===== src/rtl/regfile_multiport_if.sv =====
// Register file access bundle: pipeline-side master, array-side slave.
// Carries clear/ready handshake, write port and packed read ports.
interface regfile_multiport_if #(
    parameter int XLEN   = 32,
    parameter int AW     = 5,
    parameter int NUM_RD = 2
);
    logic                   clear_req;
    logic                   ready;
    logic                   clear_done;
    logic                   we;
    logic [AW-1:0]          waddr;
    logic [XLEN-1:0]        wdata;
    logic [NUM_RD*AW-1:0]   raddr;
    logic [NUM_RD*XLEN-1:0] rdata;

    modport master (
        output clear_req, we, waddr, wdata, raddr,
        input  ready, clear_done, rdata
    );

    modport slave (
        input  clear_req, we, waddr, wdata, raddr,
        output ready, clear_done, rdata
    );
endinterface


===== src/rtl/regfile_multiport.sv =====
// Multi-read-port register file, x0 hardwired to zero, sequential clear engine.
// Define REGFILE_BYPASS_EN for same-cycle write-to-read forwarding.
module regfile_multiport #(
    parameter int XLEN   = 32,
    parameter int DEPTH  = 32,
    parameter int NUM_RD = 2
) (
    input logic               clk,
    input logic               rst_n,
    regfile_multiport_if.slave rf
);
    localparam int AW = $clog2(DEPTH);

    typedef enum logic {CLEAR, READY} state_t;

    state_t          state;
    logic [AW-1:0]   idx;
    logic            ready_q;
    logic            done_q;
    logic [XLEN-1:0] regs [DEPTH];
    logic [NUM_RD*XLEN-1:0] rdata;

    logic wr_ok;
    assign wr_ok = (state == READY) && rf.we &&
                   (rf.waddr != '0) && !rf.clear_req;

    always_ff @(posedge clk or negedge rst_n) begin
        if (!rst_n) begin
            state   <= CLEAR;
            idx     <= AW'(1);
            ready_q <= 1'b0;
            done_q  <= 1'b0;
        end else begin
            done_q <= 1'b0;
            unique case (state)
                CLEAR: begin
                    if (rf.clear_req) begin
                        // restart; the aborted sweep never reports done
                        idx <= AW'(1);
                    end else if (idx == AW'(DEPTH - 1)) begin
                        state   <= READY;
                        idx     <= AW'(1);
                        ready_q <= 1'b1;
                        done_q  <= 1'b1;
                    end else begin
                        idx <= idx + AW'(1);
                    end
                end
                READY: begin
                    if (rf.clear_req) begin
                        state   <= CLEAR;
                        idx     <= AW'(1);
                        ready_q <= 1'b0;
                    end
                end
                default: begin
                    state   <= CLEAR;
                    idx     <= AW'(1);
                    ready_q <= 1'b0;
                end
            endcase
        end
    end

    // storage carries no reset; the sweep zeroes it instead
    always_ff @(posedge clk) begin
        if (state == CLEAR) begin
            regs[idx] <= '0;
        end else if (wr_ok) begin
            regs[rf.waddr] <= rf.wdata;
        end
    end

    for (genvar p = 0; p < NUM_RD; p++) begin : g_rd
        logic [AW-1:0]   a;
        logic [XLEN-1:0] d;

        assign a = rf.raddr[p*AW +: AW];

        always_comb begin
            d = '0;
            if (ready_q && (a != '0)) begin
                d = regs[a];
`ifdef REGFILE_BYPASS_EN
                if (rf.we && (rf.waddr == a)) begin
                    d = rf.wdata;
                end
`endif
            end
        end

        assign rdata[p*XLEN +: XLEN] = d;
    end

    assign rf.rdata      = rdata;
    assign rf.ready      = ready_q;
    assign rf.clear_done = done_q;
endmodule


===== src/flat_wrapper.sv =====
// flat-port wrapper written by rule: the top's interface ports become plain ports
module regfile_multiport_flat 
#(
    parameter int XLEN   = 32,
    parameter int DEPTH  = 32,
    parameter int NUM_RD = 2
)
  (clk, rst_n, rf_clear_req, rf_we, rf_waddr, rf_wdata, rf_raddr, rf_ready, rf_clear_done, rf_rdata);
  regfile_multiport_if #(.XLEN(XLEN), .AW((5)), .NUM_RD(NUM_RD)) rf_i ();
  input logic clk;
  input logic rst_n;
  input wire logic [$bits(rf_i.clear_req)-1:0] rf_clear_req;
  input wire logic [$bits(rf_i.we)-1:0] rf_we;
  input wire logic [$bits(rf_i.waddr)-1:0] rf_waddr;
  input wire logic [$bits(rf_i.wdata)-1:0] rf_wdata;
  input wire logic [$bits(rf_i.raddr)-1:0] rf_raddr;
  output wire logic [$bits(rf_i.ready)-1:0] rf_ready;
  output wire logic [$bits(rf_i.clear_done)-1:0] rf_clear_done;
  output wire logic [$bits(rf_i.rdata)-1:0] rf_rdata;
  assign rf_i.clear_req = rf_clear_req;
  assign rf_i.we = rf_we;
  assign rf_i.waddr = rf_waddr;
  assign rf_i.wdata = rf_wdata;
  assign rf_i.raddr = rf_raddr;
  assign rf_ready = rf_i.ready;
  assign rf_clear_done = rf_i.clear_done;
  assign rf_rdata = rf_i.rdata;
  regfile_multiport #(.XLEN(XLEN), .DEPTH(DEPTH), .NUM_RD(NUM_RD)) u_core (.clk(clk), .rst_n(rst_n), .rf(rf_i));
endmodule

===== config.mk =====
export PLATFORM = sky130hd
export DESIGN_NAME = regfile_multiport_flat
export DESIGN_NICKNAME = d
export VERILOG_FILES = /design/src/rtl/regfile_multiport_if.sv /design/src/rtl/regfile_multiport.sv /design/src/flat_wrapper.sv
export SDC_FILE = /design/constraint.sdc
export NUM_CORES = 1
export LEC_CHECK = 0
export BUFFER_PORTS_ARGS = -buffer_cell sky130_fd_sc_hd__buf_2
export CORE_MARGIN = 2
export CORE_UTILIZATION = 40
export CTS_CLUSTER_SIZE = 24
export DETAILED_ROUTE_END_ITERATION = 12
export PLACE_DENSITY = 0.61
export SLEW_MARGIN = 15
export SYNTH_ARGS = -nofsm -noshare
export SYNTH_HDL_FRONTEND = slang
export SYNTH_SLANG_ARGS = --single-unit

===== constraint.sdc =====
create_clock -name clk -period 11.91 [get_ports clk]
set_clock_uncertainty 0.15 [all_clocks]
set_input_delay 1.191 -clock clk [delete_from_list [all_inputs] [get_ports clk]]
set_output_delay 1.191 -clock clk [all_outputs]
set_load 0.02 [all_outputs]

==> results of run 1 <==
final timing paths:
check                              start  slack (ns)                    to  depth (start not counted)
max in group asynchronous          rst_n       11.16         u_core.idx[0]                          1
min reg2reg                u_core.idx[0]        0.45         u_core.idx[0]                          2
min in group clk           u_core.idx[0]        0.45         u_core.idx[0]                          2
max reg2reg                 u_core.state        8.21    u_core.regs[19][8]                          6
min                                rst_n        0.21  u_core.rf.clear_done                          1
max                          rf_raddr[0]        5.57          rf_rdata[18]                          8
power groups by stage:
stage / Combinational (uW) / Clock [uW] / Sequential, uW
finish: 470 / 3200 / 4020
floorplan: 299 / 0 / 4090
global route: 484 / 3370 / 4030
global placement: 458 / 0 / 4090
CTS: 465 / 3230 / 4020
detailed placement: 465 / 0 / 4100
per-stage QoR:
| step | worst slack [ns] | hold WS (ns) | std cells | instance area, sq um | total power [uW] |
|---|---|---|---|---|---|
| after global placement | 5.60 | 0.420 | 4503 | 50900 | 4550 |
| after floorplan | 5.96 | 0.396 | 2935 | 48400 | 4390 |
| final | 5.57 | 0.207 | 4694 | 54200 | 7700 |
| after detailed placement | 5.59 | 0.438 | 4503 | 50900 | 4560 |
| after CTS | 5.60 | 0.176 | 4687 | 54200 | 7710 |
| after global routing | 5.41 | 0.200 | 4688 | 54200 | 7880 |
metal layers:
layer / GRT usage (%) / up-vias / wire length [um]
met5: 0 / - / 42
met4: 11.2 / 6 / 7150
met3: 5.19 / 376 / 16900
met2: 41.3 / 2103 / 77600
met1: 33.9 / 16300 / 61700
li1: - / 12300 / -
cells in the final DEF, fill, tap and decap left out, drive strengths merged, types with 31 or more instances in the layout:
master	synthesis	layout
o31a	32	32
or3	31	31
clkinv	0	41
nand3	103	103
edfxtp	1024	1024
clkbuf	115	130
mux2	195	195
o22ai	65	65
o21ai	70	70
mux2i	286	286
nand4	66	66
mux4	240	240
and2	37	37
nand2	46	46
a211oi	67	67
buf	121	192
nor2	31	31
nor2b	72	72
a21oi	37	37
a22oi	193	193
kinds of logic (layout without fill, tap and decap cells):
group / count (synthesis) / after routing
compound gates: 485 / 485
flops: 1032 / 1032
buf+inv: 240 / 381
fa+ha+maj: 2 / 2
mux: 721 / 721
other cells: 0 / 6
simple gates: 455 / 455
area by class of cell:
class	count	area, sq um
clock buffers	129	2720
multi-input cells	1663	16700
flip-flops and latches	1032	31000
repair buffers	193	1240
diodes	6	15.0
clock inverters	55	533
well taps	1612	2020
inverters	4	15.0
fillers	10300	65800
worst max-delay path: stages:
cell      delay (ns)
clkbuf_8        0.40
buf_4           0.81
nand2_2         0.76
buf_4           0.51
a211oi_1        0.28
o31a_1          0.19
nand4_1         0.42
buf_2           0.34
state kept, by name, summed over array words and instances (netlist names):
signal,count
u_core.state,1
u_core.rf.clear_done,1
u_core.rf.ready,1
u_core.idx,5
u_core.regs,1024
==> results.md, run 1 <==
* Clk root buf: clkbuf_16
* Fmax at 0.158 GHz
* Number of global-route vias before repair at 30900
* Post-Synth Simple-Gate Area at 5.23%
* # resized after CTS at 0
* Initial drt markers at 4267
* Final Slew Violations at 0
* Area grow syn2layout at 11.9%
* RePlAce Congestion at 0.822
* Clock Latency Late Sink at 0.67 ns
* Gr usage total at 25.7%
* Die Area at ~120000 sq um
* CTS Buffer Depth at 3
* Seq pwr share at about 52%
* CP Capture Type: output pin
* Clock Power Share at a little over two fifths
* Main synth FF type: edfxtp_1
* Synth warnings at 0
* Synth top cells by count: edfxtp_1 (1024), mux2i_1 (286), mux4_2 (240)
* Logic pwr share at 6.1%
* Worst path required time at 10.57 ns
* Leakage at 0.0159 uW
* CTS tree: done
* First-pass GRT wire length at 229 mm
* Fraction of layout instances using a drive strength above 1 at 26.8%
* Wire per inst at 34.8 um
* Final setup fails at 0
* Initial Util at 40.4%
* WS Path Type: in2out
* Power per Cell Area at 142 nW/um^2
* Mapped Cells at 2935
* Post-synthesis mux area share at 21.6%
* DP HPWL at about 87 mm
* Pint at 5990 uW
* Router iterations before antenna repair at 6
* I/O Buffers at 116
* Die Y at 352 um
* Routed vias at 31100
* H-tree depth at 3
* HP Class: in2async
* Worst-Margin Slew at 1.27 ns
* Fin. Hold Viols at 0
* Drt total wl at 163 mm
* Detail Route Antenna Nets at 0
* Post-synthesis instance area at 48400 sq um
* Critical Path AT at around 5.0 ns
* Adder-cell area share of the yosys netlist at 0.0517%
* Final period util at 53.2%
* Cell taking the most area after synthesis: edfxtp_1
* Fin crit period at between 6 and 7 ns
* Post-synth EDFFs at 1024
* Largest net degree at the start of global routing at 121
* Relative slew slack at 14.9%
* Avg Cell Area, Syn at ~17 sq um
* Cell variety after synth at 51
* Status: finished, final reports clean
* Post-synthesis compound-gate area fraction at 6.92%
* Synth top area cells: edfxtp_1 (63%), mux4_2 (11%), mux2i_1 (5.9%)
* Worst vdd ir at 0.000128 V
* Fin nets at 3048
* Crit-path max FO at 40
* Top Ports at about 120
* DIE WIDTH at 352 um
* MaxCap Viol Count at 0
* Xor and xnor fraction of the mapped netlist area at 0%
* Setup TNS at 0 ns
* Core area at between 100000 and 150000 sq um
* Initial antenna violation count at 11
* Most frequent cell after synthesis: edfxtp_1
* Clock transition at the registers of the reported paths at 0.06 ns
* #FFs+latches synth at 1032
* Post-layout util at 45.2%
* # DRC at 0
* Unrepaired setup endpoints after global routing: no
* Switching power at 1710 uW
* DR vias/cell at 6.62
* Total gr overflow at 0
* Seq/Total Area, Yosys at 63.9%
* Num rows at 127
* Post-CTS Setup Inserts at 0
* Sink Count at 1032
* Ys async rst share at 0.775%
* Main combinational cell family by area after synthesis: multiplexers
* Share of the synthesized area in the top cell type at 63.5%
* Syn_nets at ~3000
* Num CTS Buffers at 101
* Switching Fraction at 22.2%
* Startpoint types: primary input
* Cts hold-fix bufs at 0
Power figures use the tool's default switching activity.
==> inputs of run 2 (changes only) <==
==> constraint.sdc (replaced) <==
create_clock -name clk -period 6.2 [get_ports clk]
set_clock_uncertainty 0.15 [all_clocks]
set_input_delay 0.62 -clock clk [delete_from_list [all_inputs] [get_ports clk]]
set_output_delay 0.62 -clock clk [all_outputs]
set_load 0.02 [all_outputs]
==> run 2 against run 1 <==
Sequential share of layout area fell by 0.45 points. Via count up 1.2%. Sequential power up 92%. Clock-buffer cell count down 13.
==> results.md, run 2 (synthesis results as in run 1) <==
* Status: finished, final reports clean
* CP Cell Sequence: nor3b_4 -> buf_4 -> and2_2 -> buf_4 -> a21oi_1 -> nand4_1 -> buf_2
* # DRC at 0 (unchanged)
* Setup TNS at 0 ns (unchanged)
* Filler cells at 10200 (-1.1%)
* R2R Path Start: u_core.state
* Power per Cell Area at 274 nW/um^2 (+93%)
* Fraction of layout instances using a drive strength above 1 at 28.1% (+1.3 points)
* Reg2Reg Depth at 5 (-1)
* Worst Setup EP: rf_rdata[41]
* Number of global-route vias before repair at 30700 (-0.38%)
* Switching power at 3350 uW (+96%)
* Clock Power Share at 42.2% (+0.6 points)
* Pint at 11600 uW (+94%)
* Footprint of the multi-input gates at 16700 sq um (about the same)
* Largest net degree at the start of global routing at 86 (-29%)
* Crit-path max FO at 34 (-15%)
* Post-layout util at 45.5% (+0.36 points)
* Most frequent cells in the layout: edfxtp_1 (1024), mux2i_1 (286), mux4_2 (240)
* Router iterations before antenna repair at 6 (unchanged)
* Fin cells at 4730 (+0.77%)
* Sink Count at 1032 (unchanged)
* # resized after CTS at 0 (unchanged)
* Met3 Use GR at 5.16% (-0.031 points)
* Die Area at 124000 sq um (unchanged)
* Worst path required time at 5.43 ns (-5.14 ns)
* Worst-Margin Slew at 1.15 ns (-0.123 ns)
* Clock transition at the registers of the reported paths at 0.06 ns (about the same)
* Largest register FFs at 1024 (unchanged)
* Die Y at 352 um (unchanged)
* Clk root buf: clkbuf_16
* MaxCap Viol Count at 0 (unchanged)
* Commonest non-fill, non-tap cell in the layout: edfxtp_1
* Unrepaired setup endpoints after global routing: no
* Worst R2R Setup Slack at 2.38 ns (-5.83 ns)
* Logic pwr share at 6.2% (about the same)
* Seq pwr share at 51.6% (-0.7 points)
* Top Usage Layer GRT: met2
* Area grow syn2layout at 12.8%
* Drt total wl at 165 mm (+1.0%)
* DIE WIDTH at 352 um (unchanged)
* Initial antenna violation count at 17 (+6)
* Critical Path AT at 4.11 ns (-0.89 ns)
* GRT met2 Usage at 40.5% (-0.77 points)
* Fin nets at 3082 (+1.1%)
* Total gr overflow at 0 (unchanged)
* DR vias/cell at 6.65 (+0.40%)
* Placed Cells incl. Taps at 4535 (+0.71%)
* H-tree depth at 3 (unchanged)
* Num rows at 127 (unchanged)
* I/O Buffers at 116 (unchanged)
* Fin crit period at 4.88 ns
* Max incr delay on CP at 0.83 ns (+0.02 ns)
* Fin. Hold Viols at 0 (unchanged)
* Leakage at 0.0162 uW (+1.6%)
* Top Ports at 117 (unchanged)
* Switching Fraction at 22.4% (+0.21 points)
* Clock Latency Late Sink at 0.69 ns (+0.02 ns)
* CP Capture Type: output pin
* Wire per inst at 34.9 um (+0.24%)
* Slowest CP cell: and2_2
* Beginning of the critical path: u_core.rf.ready
* Worst vdd ir at 0.000224 V (+75%)
* Post-CTS Setup Inserts at 0 (unchanged)
* Relative slew slack at 23.2% (+8.3 points)
* WP buf/inv at 3 (-1)
* Fmax at 0.205 GHz
* Final period util at 78.8%
* First-pass GRT wire length at 229 mm (about the same)
* Num CTS Buffers at 102 (+0.99%)
* Initial Util at 40.4% (unchanged)
* Regs by FF count: u_core.regs x1024, u_core.idx x5
* Final Slew Violations at 0 (unchanged)
* WS Path Type: reg2out
* Most flops, register: u_core.regs
* CTS Buffer Depth at 3 (unchanged)
* Register area at 31000 sq um (unchanged)
* HP Class: in2reg
* M1 GR Usage at 35.3% (+1.3 points)
* R2R Path End: u_core.regs[1][10]
* Gr usage total at 25.9% (+0.16 points)
* Core area at 120000 sq um (unchanged)
* Initial drt markers at 4873 (+14%)
* Family with the most delay on the worst path: buffers and inverters
* Startpoint types: register
* RePlAce Congestion at 0.852 (+3.6%)
* Cts hold-fix bufs at 1 (+1)
* DP HPWL at 93.5 mm (+7.8%)
* Routed vias at 31500 (+1.2%)
* CTS tree: done
* Detail Route Antenna Nets at 0 (unchanged)
* Final setup fails at 0 (unchanged)
* Crit path depth at 7 (-1)
* Most common cell on crit path: buf_4
[run 2: cell count changes in the layout (fill, tap and decap cells not counted), sizes merged]
cell / delta
buf: +31
clkbuf: -12
clkinv: +9
bufinv: +4
inv: +4
diode: -3
clkinvlp: +2
dlygate4sd3: +1
[run 2: area by class of cell]
type,count,area share (%)
Sequential cell,1032,56.6
Inverter,4,0.0275
Clock inverter,74,1.42
Clock buffer,116,4.77
Multi-Input combinational cell,1663,30.6
Tap cell,1612,3.69
Antenna cell,3,0.0137
Timing Repair Buffer,226,2.83
[run 2: routing by layer]
layer,routed length [um],share of wire (%),vias up
met2,75700,46,2265
met3,18300,11,432
met1,63800,39,16400
met5,84,0.051,-
li1,-,-,12400
met4,7330,4.4,14
[run 2: worst min-delay path by stage]
stage                      start                   end  slack (ns)  cells after the start
floorplan                  rst_n         u_core.idx[1]        0.17                      0
finish              rf_clear_req         u_core.idx[4]        0.07                      2
global route        rf_clear_req         u_core.idx[2]        0.09                      2
CTS                 rf_clear_req         u_core.idx[4]        0.05                      2
detailed placement         rst_n       u_core.rf.ready        0.32                      1
global placement           rst_n  u_core.rf.clear_done        0.31                      1
[run 2: per-stage QoR]
step / total power, uW / instance area [sq um] / setup slack, ns / hold WS [ns]
after floorplan: 8430 / 48400 / 0.822 / 0.174
after global placement: 8760 / 51200 / 1.79 / 0.314
after detailed placement: 8790 / 51200 / 1.76 / 0.322
after CTS: 15000 / 54600 / 1.38 / 0.0465
after global routing: 15300 / 54600 / 1.34 / 0.0946
final: 15000 / 54600 / 1.32 / 0.0743
[run 2: power by group through the flow]
| stage | sequential (uW) | clock, uW | combinational, uW |
|---|---|---|---|
| 2_1_floorplan | 7860 | 0 | 574 |
| 3_3_place_gp | 7860 | 0 | 898 |
| 3_5_place_dp | 7870 | 0 | 912 |
| 4_1_cts | 7730 | 6370 | 914 |
| 5_1_grt | 7730 | 6630 | 954 |
| 6_report | 7730 | 6320 | 931 |
